--- config.mk ---
export PLATFORM = sky130hd
export DESIGN_NAME = serial_pg_adder
export DESIGN_NICKNAME = d
export VERILOG_FILES = /design/src/rtl/serial_pg_adder.sv
export SDC_FILE = /design/constraint.sdc
export NUM_CORES = 1
export LEC_CHECK = 0
export CORE_ASPECT_RATIO = 2
export CORE_MARGIN = 4
export CORE_UTILIZATION = 35
export DETAILED_ROUTE_END_ITERATION = 10
export GPL_TIMING_DRIVEN = 1
export MAX_ROUTING_LAYER = met4
export PLACE_DENSITY = 0.61
export RECOVER_POWER = 100
export SYNTH_ARGS = -nofsm -noshare
export SYNTH_HDL_FRONTEND = slang
export SYNTH_SLANG_ARGS = --single-unit
--- constraint.sdc ---
create_clock -name clk -period 3 [get_ports clk]
set_clock_uncertainty 0.2 [all_clocks]
set_input_delay 0.6 -clock clk [delete_from_list [all_inputs] [get_ports clk]]
set_output_delay 0.6 -clock clk [all_outputs]
set_load 0.01 [all_outputs]
--- src/rtl/serial_pg_adder.sv ---
// Bit-serial adder: one carry-propagate cell, LSB-first, WIDTH cycles per add.
// Optional signed-overflow output enabled by defining SERIAL_ADD_OVF_EN.

module cp (
    input  logic p,
    input  logic g,
    input  logic cin,
    output logic sum,
    output logic cout
);
    assign sum  = p ^ cin;
    assign cout = g | (p & cin);
endmodule

module serial_pg_adder #(
    parameter int unsigned WIDTH = 8
) (
    input  logic             clk,
    input  logic             rst_n,
    input  logic             start,
    input  logic [WIDTH-1:0] a,
    input  logic [WIDTH-1:0] b,
    input  logic             cin,
    output logic             ready,
    output logic             busy,
    output logic             done,
    output logic [WIDTH-1:0] sum,
`ifdef SERIAL_ADD_OVF_EN
    output logic             ovf,
`endif
    output logic             cout
);
    localparam int unsigned CNT_W = $clog2(WIDTH);

    typedef enum logic [1:0] {
        IDLE,
        RUN,
        DONE
    } state_t;

    state_t             state;
    state_t             state_next;
    logic [WIDTH-1:0]   a_sr;
    logic [WIDTH-1:0]   b_sr;
    logic [WIDTH-1:0]   sum_sr;
    logic [CNT_W-1:0]   cnt;
    logic               carry;
    logic               cp_p;
    logic               cp_g;
    logic               cp_sum;
    logic               cp_cout;
    logic               last_bit;
    logic               accept;
    logic [WIDTH-1:0]   sum_shifted;

    assign cp_p        = a_sr[0] ^ b_sr[0];
    assign cp_g        = a_sr[0] & b_sr[0];
    assign last_bit    = (cnt == CNT_W'(WIDTH - 1));
    assign accept      = start && (state != RUN);
    assign sum_shifted = {cp_sum, sum_sr[WIDTH-1:1]};

    cp u_cp (
        .p    (cp_p),
        .g    (cp_g),
        .cin  (carry),
        .sum  (cp_sum),
        .cout (cp_cout)
    );

    always_ff @(posedge clk or negedge rst_n) begin
        if (!rst_n) begin
            state <= IDLE;
        end else begin
            state <= state_next;
        end
    end

    always_comb begin
        state_next = state;
        case (state)
            IDLE:    if (start) state_next = RUN;
            RUN:     if (last_bit) state_next = DONE;
            DONE:    state_next = start ? RUN : IDLE;
            default: state_next = IDLE;
        endcase
    end

    always_ff @(posedge clk or negedge rst_n) begin
        if (!rst_n) begin
            a_sr   <= '0;
            b_sr   <= '0;
            sum_sr <= '0;
            cnt    <= '0;
            carry  <= 1'b0;
            sum    <= '0;
            cout   <= 1'b0;
`ifdef SERIAL_ADD_OVF_EN
            ovf    <= 1'b0;
`endif
        end else if (accept) begin
            a_sr  <= a;
            b_sr  <= b;
            carry <= cin;
            cnt   <= '0;
        end else if (state == RUN) begin
            sum_sr <= sum_shifted;
            carry  <= cp_cout;
            a_sr   <= a_sr >> 1;
            b_sr   <= b_sr >> 1;
            cnt    <= cnt + CNT_W'(1);
            // Final bit lands directly in the result; sum_sr alone would lag one cycle.
            if (last_bit) begin
                sum  <= sum_shifted;
                cout <= cp_cout;
`ifdef SERIAL_ADD_OVF_EN
                ovf  <= carry ^ cp_cout;
`endif
            end
        end
    end

    assign ready = (state == IDLE) || (state == DONE);
    assign busy  = (state == RUN);
    assign done  = (state == DONE);

endmodule

==> flow_summary_export.csv <==
group,metric,value,unit
setup_path,crit_start,"state[1]$_DFFE_PN0P_",
placement,gp_congestion,0.712,
detailed_routing,drc_errors,0,
cells_and_area,nNetsFinal,167,
die,core_area,4950,µm²
power,ir_drop,0.460,mV
timing,min_period,2.38,ns
timing,clock.fmax,420,MHz
setup_path,cp_cell_sequence,"nand2b_1 -> inv_1 -> dlygate4sd3_1",
setup_path,path_max_fanout,4,
timing,final.setup.tns,0,ns
logic_synthesis,synth_top_cell_by_area,"dfrtp_1",
logic_synthesis,syn_avg_cell_area,16.5,µm²
setup_path,cp-start-kind,"register",
detailed_routing,vias_per_cell,4.83,
die,rows,36,
cells_and_area,area_delta_synth_final,20.6,%
worst_hold_path,min_path_type,"reg -> reg",
detailed_routing,wl_per_cell,16.3,µm
status,status,"finished with violations",
logic_synthesis,synthAdderAreaFrac,0.0248,
setup_path,worst_setup_path_end_kind,"output port",
logic_synthesis,yosysTopAreaCellShare,0.524,
logic_synthesis,synth_cell_type_count,14,
cts,clock_latency,0.28,ns
detailed_routing,num_vias,976,
worst_hold_path,min_from,"sum[2]$_DFFE_PN0P_",
logic_synthesis,synth-seq-cells,38,
timing,hold_slack,0.300,ns
logic_synthesis,yosys_warnings,0,
logic_synthesis,synth_mux_area_frac,0.381,
setup_path,worstPathRequired,2.20,ns
detailed_routing,ant_nets,0,
cts,post_cts_resized,0,
status,violations,"capacitance limit, slew limit",
setup_path,cp.arrival,1.58,ns
cts,postCtsSetupBuffers,0,
logic_synthesis,synth_area,1810,µm²
cts,cts_buffer_depth,2,
setup_path,worstSetupPathType,"reg -> out",
logic_synthesis,synthSimpleGateAreaFrac,0.0255,
timing,tightest_slew,2.02,ns
logic_synthesis,synthCells,110,
setup_path,r2r_start,"cnt[0]$_DFFE_PN0P_",
die,initial_utilization,0.366,
setup_path,crit_family,"buffers and inverters",
timing,finalMaxSlewViolations,39,
global_route,grt_overflow_total,0,
global_route,grt_max_degree,39,
placement,io_buffers,31,
cells_and_area,layout_commonest_cell,"dfrtp_1",
cells_and_area,diodes,0,
detailed_routing,drt_iter0_drc,11,
cts,cts_tree,"yes",
global_route,antenna_found_initial,0,
timing,rsz0062_at_grt,"false",
timing,relSlewSlack,-0.344,
logic_synthesis,synth_compound_area_frac,0.00483,
placement,dp_hpwl,2320,µm
flow_run,maxCapViolCount,1,
cts,cts-htree-levels,2,
detailed_routing,firstDrtPassIters,2,
cts,cts_root_buf,"clkbuf_8",
global_route,grt_usage,0.121,
logic_synthesis,synth_area_leaders,"dfrtp_1 52%, mux2_4 26%, mux2_2 9.9%",
power,power_density,1000,nW/µm²
cells_and_area,final_cell_mix,"38 x dfrtp_1, 17 x clkdlybuf4s50_1, 16 x mux2_2, 16 x mux2_4, 16 x mux2_1",
logic_synthesis,synth_xor_area_frac,0,
power,cellLeakagePower,1.02,nW
setup_path,timing.critical_path.buf_inv,2,
cts,cts_buffers,5,
logic_synthesis,synth_top_family_by_area,"multiplexers",
cts,clk_pin_slew,0.07,ns
global_route,first_global_vias,1122,
die,fp.dieArea,6470,µm²
logic_synthesis,syn_nets,133,
cts,clock-sinks,38,
timing,finalSetupViolCount,0,
die,die_x,58.9,µm
cells_and_area,drive_gt1_frac,0.276,
global_route,grt_pass1_wl,5610,µm
die,io_pins,32,
die,die_y,110,µm
setup_path,crit_path_max_incr_delay,0.63,ns
timing,period_share,0.793,
setup_path,slowest_stage,"dlygate4sd3_1",
logic_synthesis,yosysSeqAreaShare,0.524,
cts,ctsHoldBuffers,0,
detailed_routing,routed_wl,3280,µm
timing,hold_viol,0,
==> per-stage QoR <==
stage          utilization  cell area [µm²]  setup WS (ns)  power, mW  cells
3_5_place_dp         0.433             2140          0.651       1.90    194
4_1_cts              0.454             2250          0.631       2.33    202
2_1_floorplan            -             1810           1.33       1.60    110
5_1_grt              0.441             2190          0.350       2.35    202
6_report             0.441             2190          0.621       2.19    202
3_3_place_gp         0.433             2140          0.678       1.85    194
==> path summary, 6_finish.rpt <==
kind / endpoint / slack [ns] / cells past startpoint
hold reg to reg: sum[2]$_DFFE_PN0P_ / 0.30 / 1
setup / recovery: busy / 0.62 / 3
setup reg to reg: sum[1]$_DFFE_PN0P_ / 1.04 / 4
min in group asynchronous: b_sr[3]$_DFFE_PN0P_ / 0.67 / 1
max in group asynchronous: a_sr[7]$_DFFE_PN0P_ / 0.76 / 1
hold / removal: sum[2]$_DFFE_PN0P_ / 0.30 / 1
==> cell usage after synthesis <==
cell,number
buf_2,1
nand2b_1,2
nor2b_1,3
o2bb2ai_1,1
mux2_4,32
nor2_1,2
ha_1,2
mux2_2,16
inv_1,3
buf_6,5
mux2i_1,3
dfrtp_1,38
fa_1,1
nand3b_1,1
==> state kept, by name, indices dropped and copies added (netlist names) <==
register / cells
b_sr: 8
cnt: 3
sum: 8
a_sr: 8
state: 2
cout: 1
carry: 1
sum_sr: 7
==> report_power, final <==
group	internal, mW	switching [mW]
Clock	0.249	0.170
Combinational	0.555	0.327
Sequential	0.752	0.134
Total	1.56	0.631
==> metal layers <==
metal | up-vias | routed length, µm | global-route usage
li1 | 449 | - | -
met1 | 494 | 1340 | 0.148
met2 | 27 | 1690 | 0.188
met3 | 6 | 179 | 0.0294
met4 | 0 | 73 | 0.0535
met5 | - | 0 | -
==> kinds of logic after synthesis <==
family	count (synthesis)
DFF	38
and+or+nand+nor	8
buffers and inverters	9
muxes	51
adders and majority gates	3
AOI/OAI and AO/OA	1
==> cell type report <==
type	count	area, µm²
Fill cell	481	2770
Inverter	3	11.3
Tap cell	57	71.3
Sequential cell	38	951
Timing Repair Buffer	33	317
Clock buffer	7	76.3
Clock inverter	1	30.0
Multi-Input combinational cell	63	731
Note: power is estimated with default switching activity, not from simulation.
==> patch 1: new RTL, same settings <==
The parameter `WIDTH` goes from 8 to 4.
--- a/src/rtl/serial_pg_adder.sv
+++ b/src/rtl/serial_pg_adder.sv
@@ -14,5 +14,5 @@
 
 module serial_pg_adder #(
-    parameter int unsigned WIDTH = 8
+    parameter int unsigned WIDTH = 4
 ) (
     input  logic             clk,
Ports: changed (resized a, b and sum); port bits go from 32 to 20. No check against the original RTL was run, so the function may have changed too.
==> patch 1 against the original RTL <==
- sequential power fell by 45%
- highest routed layer unchanged
- routed wire length fell by 52%
- final area is 45% lower
- sequential cell count fell by 17
- die area decreased by 43%
- largest cell class unchanged
- power is 46% lower
- hold slack worse by 13 ps
- synthesized area down 47%
- worst setup slack lost 41 ps
==> patch 1: results (changes against the original RTL) <==
- Top post-synthesis cells by count: sky130_fd_sc_hd__dfrtp_1, sky130_fd_sc_hd__mux2_2, sky130_fd_sc_hd__mux2_4
* Synth Area in Adders: 3.372% (+0.89 points)
* Slew at the pin with the worst max-slew slack: 1110 ps (-905.5 ps)
* Met2 capacity usage during global routing: 15.91% (-2.9 points)
- Launch point of the worst hold path: cnt[0]
- The met1 usage in global routing came to 11.72% (-3.1 points).
- Largest net degree at the start of global routing: 22 (-44%)
- Leakage Power: 0.5671 nW (-44%)
- The endpoint identified for the worst register-to-register timing path is sum[2].
- The TritonCTS buffer count came to 3 (-2).
- The setup slack on the worst flop-to-flop path is 1440 ps (+400 ps).
- Outcome: finished, final reports clean
- Worst-Skew Late Latency: 250 ps (-30 ps)
- The worst hold path terminates at cnt[0].
* Area share of xor/xnor cells in the synthesized design: 0% (unchanged)
- Area growth from synthesis to final layout: 25.68%
- H-tree depth: 1 (-1)
* Highest ir drop seen on vdd: 0.5974 mV (+30%)
* Fraction of final layout cells with drive strength greater than 1: 25.58% (-2.0 points)
* Arr. time, crit path: 1620 ps (+40 ps)
* Synth area leaders: sky130_fd_sc_hd__dfrtp_1, sky130_fd_sc_hd__mux2_4, sky130_fd_sc_hd__mux2_2, sky130_fd_sc_hd__mux2i_1, sky130_fd_sc_hd__fa_1
* I/O Buffers: 19 (-39%)
* Proportion of synthesized area in mux cells: 33.85% (-4.2 points)
- Routed vias: 551 (-44%)
- The via count of the first global-routing pass is 594 (-47%).
- The final routed wirelength across all metal layers came to 1.563 mm (-52%).
* Top Registers: a_sr x4, b_sr x4, sum x4
- Cell depth of the worst flop-to-flop path: 3 (-1)
- DP Area: 0.001194 mm2 (-44%)
- Number of distinct library cell variants in the gate-level netlist after synthesis: 15 (+1)
- Compound-gate portion of the synthesized area: 0.9079% (+0.43 points)
- The violation count after the first detailed-routing iteration was 5 (-6).
- The critical-path maximum fanout is 6 (+2).
* Placed wire-length estimate: 1.191 mm (-49%)
- The weighted congestion reported at the end of routability-driven placement came to 0.6826 (-4.2%).
* Filler Cells Inserted: 256 (-47%)
- Sequential fraction of the synthesis area: 54.47% (+2.1 points)
- Global-route wire length before repair: 2.628 mm (-53%)
## patch 1: where the power goes
| group | total (mW) | switching (mW) | internal [mW] |
|---|---|---|---|
| Sequential | 0.489 | 0.0732 | 0.416 |
| Combinational | 0.510 | 0.195 | 0.314 |
| Clock | 0.178 | 0.0837 | 0.0943 |
| Total | 1.18 | 0.352 | 0.825 |
## patch 1: cell type report
type / count / area share, %
clock buffer: 4 / 3.715
inverter: 3 / 0.9288
sequential: 21 / 43.34
multi-input combinational: 36 / 32.20
timing repair buffer: 22 / 16.92
tap: 28 / 2.890
## patch 1: metrics by stage
stage               setup WS, ps  cells  hold slack (ps)
global placement           810.5    110            268.7
CTS                        614.1    114            295.3
floorplan                   1411     62            104.4
detailed placement         793.7    110            282.2
global route               506.6    114            302.2
finish                     580.2    114            287.3
## patch 1: per-layer routing
layer	vias to the layer above	wire length (um)
li1	260	-
met1	276	636
met2	13	828
met3	2	80
met4	0	19
met5	-	0
==> patch 2: new RTL, same settings <==
Without the edit above. The 3 states of `state_t` get a one-hot encoding in 3 bits.
--- a/src/rtl/serial_pg_adder.sv
+++ b/src/rtl/serial_pg_adder.sv
@@ -33,8 +33,8 @@
     localparam int unsigned CNT_W = $clog2(WIDTH);
 
-    typedef enum logic [1:0] {
-        IDLE,
-        RUN,
-        DONE
+    typedef enum logic [2:0] {
+        IDLE = 3'b001,
+        RUN  = 3'b010,
+        DONE = 3'b100
     } state_t;
 
Function: same outputs for any inputs over 10 cycles, from zero or initial values and one cycle with rst_n low; not proved beyond that.
==> patch 2 against the original RTL <==
- the flow still finishes with violations (capacitance limit, slew limit)
- sequential power decreased by 11%
- synthesized area decreased by 0.48%
- maximum frequency decreased by 12%
- via count increased by 3.3%
- count of clock-buffer cells in the layout increased by 1
- power decreased by 28%
- final area increased by 0.23%
- critical path depth increased by 1
- sequential cell count increased by 1
- routed wire length decreased by 0.46%
- worst setup slack got worse by 340 ps
- global-route usage decreased by 0.30 points
- largest cell class unchanged
==> patch 2: results (changes against the original RTL) <==
- Number of distinct library cell variants in the gate-level netlist after synthesis: 22 (+8)
- Detailed Routing Iterations Pass 1: 2 (unchanged)
- The number of maximum-capacitance violations came to 1 (unchanged).
- Slew at the pin with the worst max-slew slack: 2018 ps (+2.218 ps)
* Endpoint of the worst register-to-register path: sum[4]
* FF-to-FF Start: cnt[0]
- Fraction of final layout cells with drive strength greater than 1: 32.21% (+4.6 points)
- The path with the worst hold slack has its endpoint at b_sr[2].
- Largest net degree at the start of global routing: 40 (+2.6%)
* Placed wire-length estimate: 2.299 mm (-1.1%)
- The violation count after the first detailed-routing iteration is 14 (+3).
* Routed vias: 1008 (+3.3%)
- Arr. time, crit path: 2680 ps (+1100 ps)
- Launch point of the worst hold path: b_sr[3]
- The via count of the first global-routing pass was 1155 (+2.9%).
- The share of synthesized area occupied by flip-flops and latches was 54.12% (+1.7 points).
* Last weighted congestion value of the routability-driven placer: 0.6790 (-4.7%)
* Cell with the largest stage delay on the worst path: sky130_fd_sc_hd__clkbuf_1
* Cell depth of the worst flop-to-flop path: 5 (+1)
- The flow ran to the end, but the final reports show violations.
- The final number of max-transition violations was 40 (+2.6%).
- The wire length per cell after detailed routing was 15.87 um (-2.4%).
- The setup slack on the worst flop-to-flop path was 720 ps (-320 ps).
* Hold depth: 1 (unchanged)
- Number of enable-type register cells in the synthesized netlist: 0 (unchanged)
- The largest incremental delay on the critical path came to 850 ps (+220 ps).
* Number of nets at the end of the flow: 171 (+2.4%)
* Highest ir drop seen on vdd: 0.3976 mV (-14%)
* Top Registers: a_sr x8, b_sr x8, sum x8
- Top post-synthesis cells by count: sky130_fd_sc_hd__dfrtp_1, sky130_fd_sc_hd__mux2_2, sky130_fd_sc_hd__mux2_4
* Global-route wire length before repair: 5.589 mm (-0.36%)
- H-tree depth: 2 (unchanged)
* Crit. Startpoint: start
- The TritonCTS buffer count came to 5 (unchanged).
- The final reports fail on capacitance limit, slew limit.
* Worst-path fanout max: 21 (+17)
- Synth area leaders: sky130_fd_sc_hd__dfrtp_1, sky130_fd_sc_hd__mux2_2, sky130_fd_sc_hd__mux2_4, sky130_fd_sc_hd__mux2i_1, sky130_fd_sc_hd__dfstp_2
- Syn_nets: 136 (+2.3%)
* Leakage Power: 1.052 nW (+3.6%)
- Total global-route track usage: 11.84% (-0.30 points)
-- patch 2: where the power goes --
group          switching [mW]  internal [mW]
Combinational           0.164          0.289
Clock                   0.167          0.165
Sequential              0.101          0.687
-- patch 2: critical path, delay by kind of cell --
family,cells,cell delay [ps]
muxes,2,710
buffers and inverters,2,1370
-- patch 2: worst max-delay path by stage --
stage | endpoint | slack, ps | cells past startpoint
floorplan | a_sr[3] | 1140 | 3
global placement | busy | 700 | 3
detailed placement | a_sr[2] | 690 | 4
CTS | busy | 360 | 3
global route | b_sr[2] | 170 | 4
finish | a_sr[6] | 290 | 4
-- patch 2: cells by family after synthesis --
family                   Yosys count  synth area share [%]
flip-flops                        39                 54.12
AND/OR/NAND/NOR                    9                 3.119
AO/OA/AOI/OAI                      2                0.9704
buffers and inverters              8                 3.673
multiplexers                      51                 35.13
XOR/XNOR                           1                0.4852
adder cells (fa/ha/maj)            3                 2.495
-- patch 2: final cells by class --
type | count | area [um2]
Clock buffer | 8 | 80.08
Fill cell | 470 | 2763
Tap cell | 57 | 71.32
Timing Repair Buffer | 34 | 316.6
Inverter | 2 | 7.507
Sequential cell | 39 | 977.2
Multi-Input combinational cell | 66 | 739.5
-- patch 2: through the flow --
stage | std cells | hold slack, ps | setup WS, ps | total power, mW
4_1_cts | 206 | 249.0 | 361.6 | 1.645
3_5_place_dp | 198 | 275.9 | 685.6 | 1.303
2_1_floorplan | 113 | 104.4 | 1144 | 1.176
5_1_grt | 206 | 314.7 | 165.9 | 1.677
3_3_place_gp | 198 | 267.8 | 696.9 | 1.285
6_report | 206 | 288.1 | 285.9 | 1.573
-- patch 2: metal layers --
layer / part of all wire [%] / GRT usage [%]
met4: 2.0 / 5.348
met5: 0 / -
met2: 51 / 18.91
met3: 6.8 / 2.820
met1: 41 / 13.91
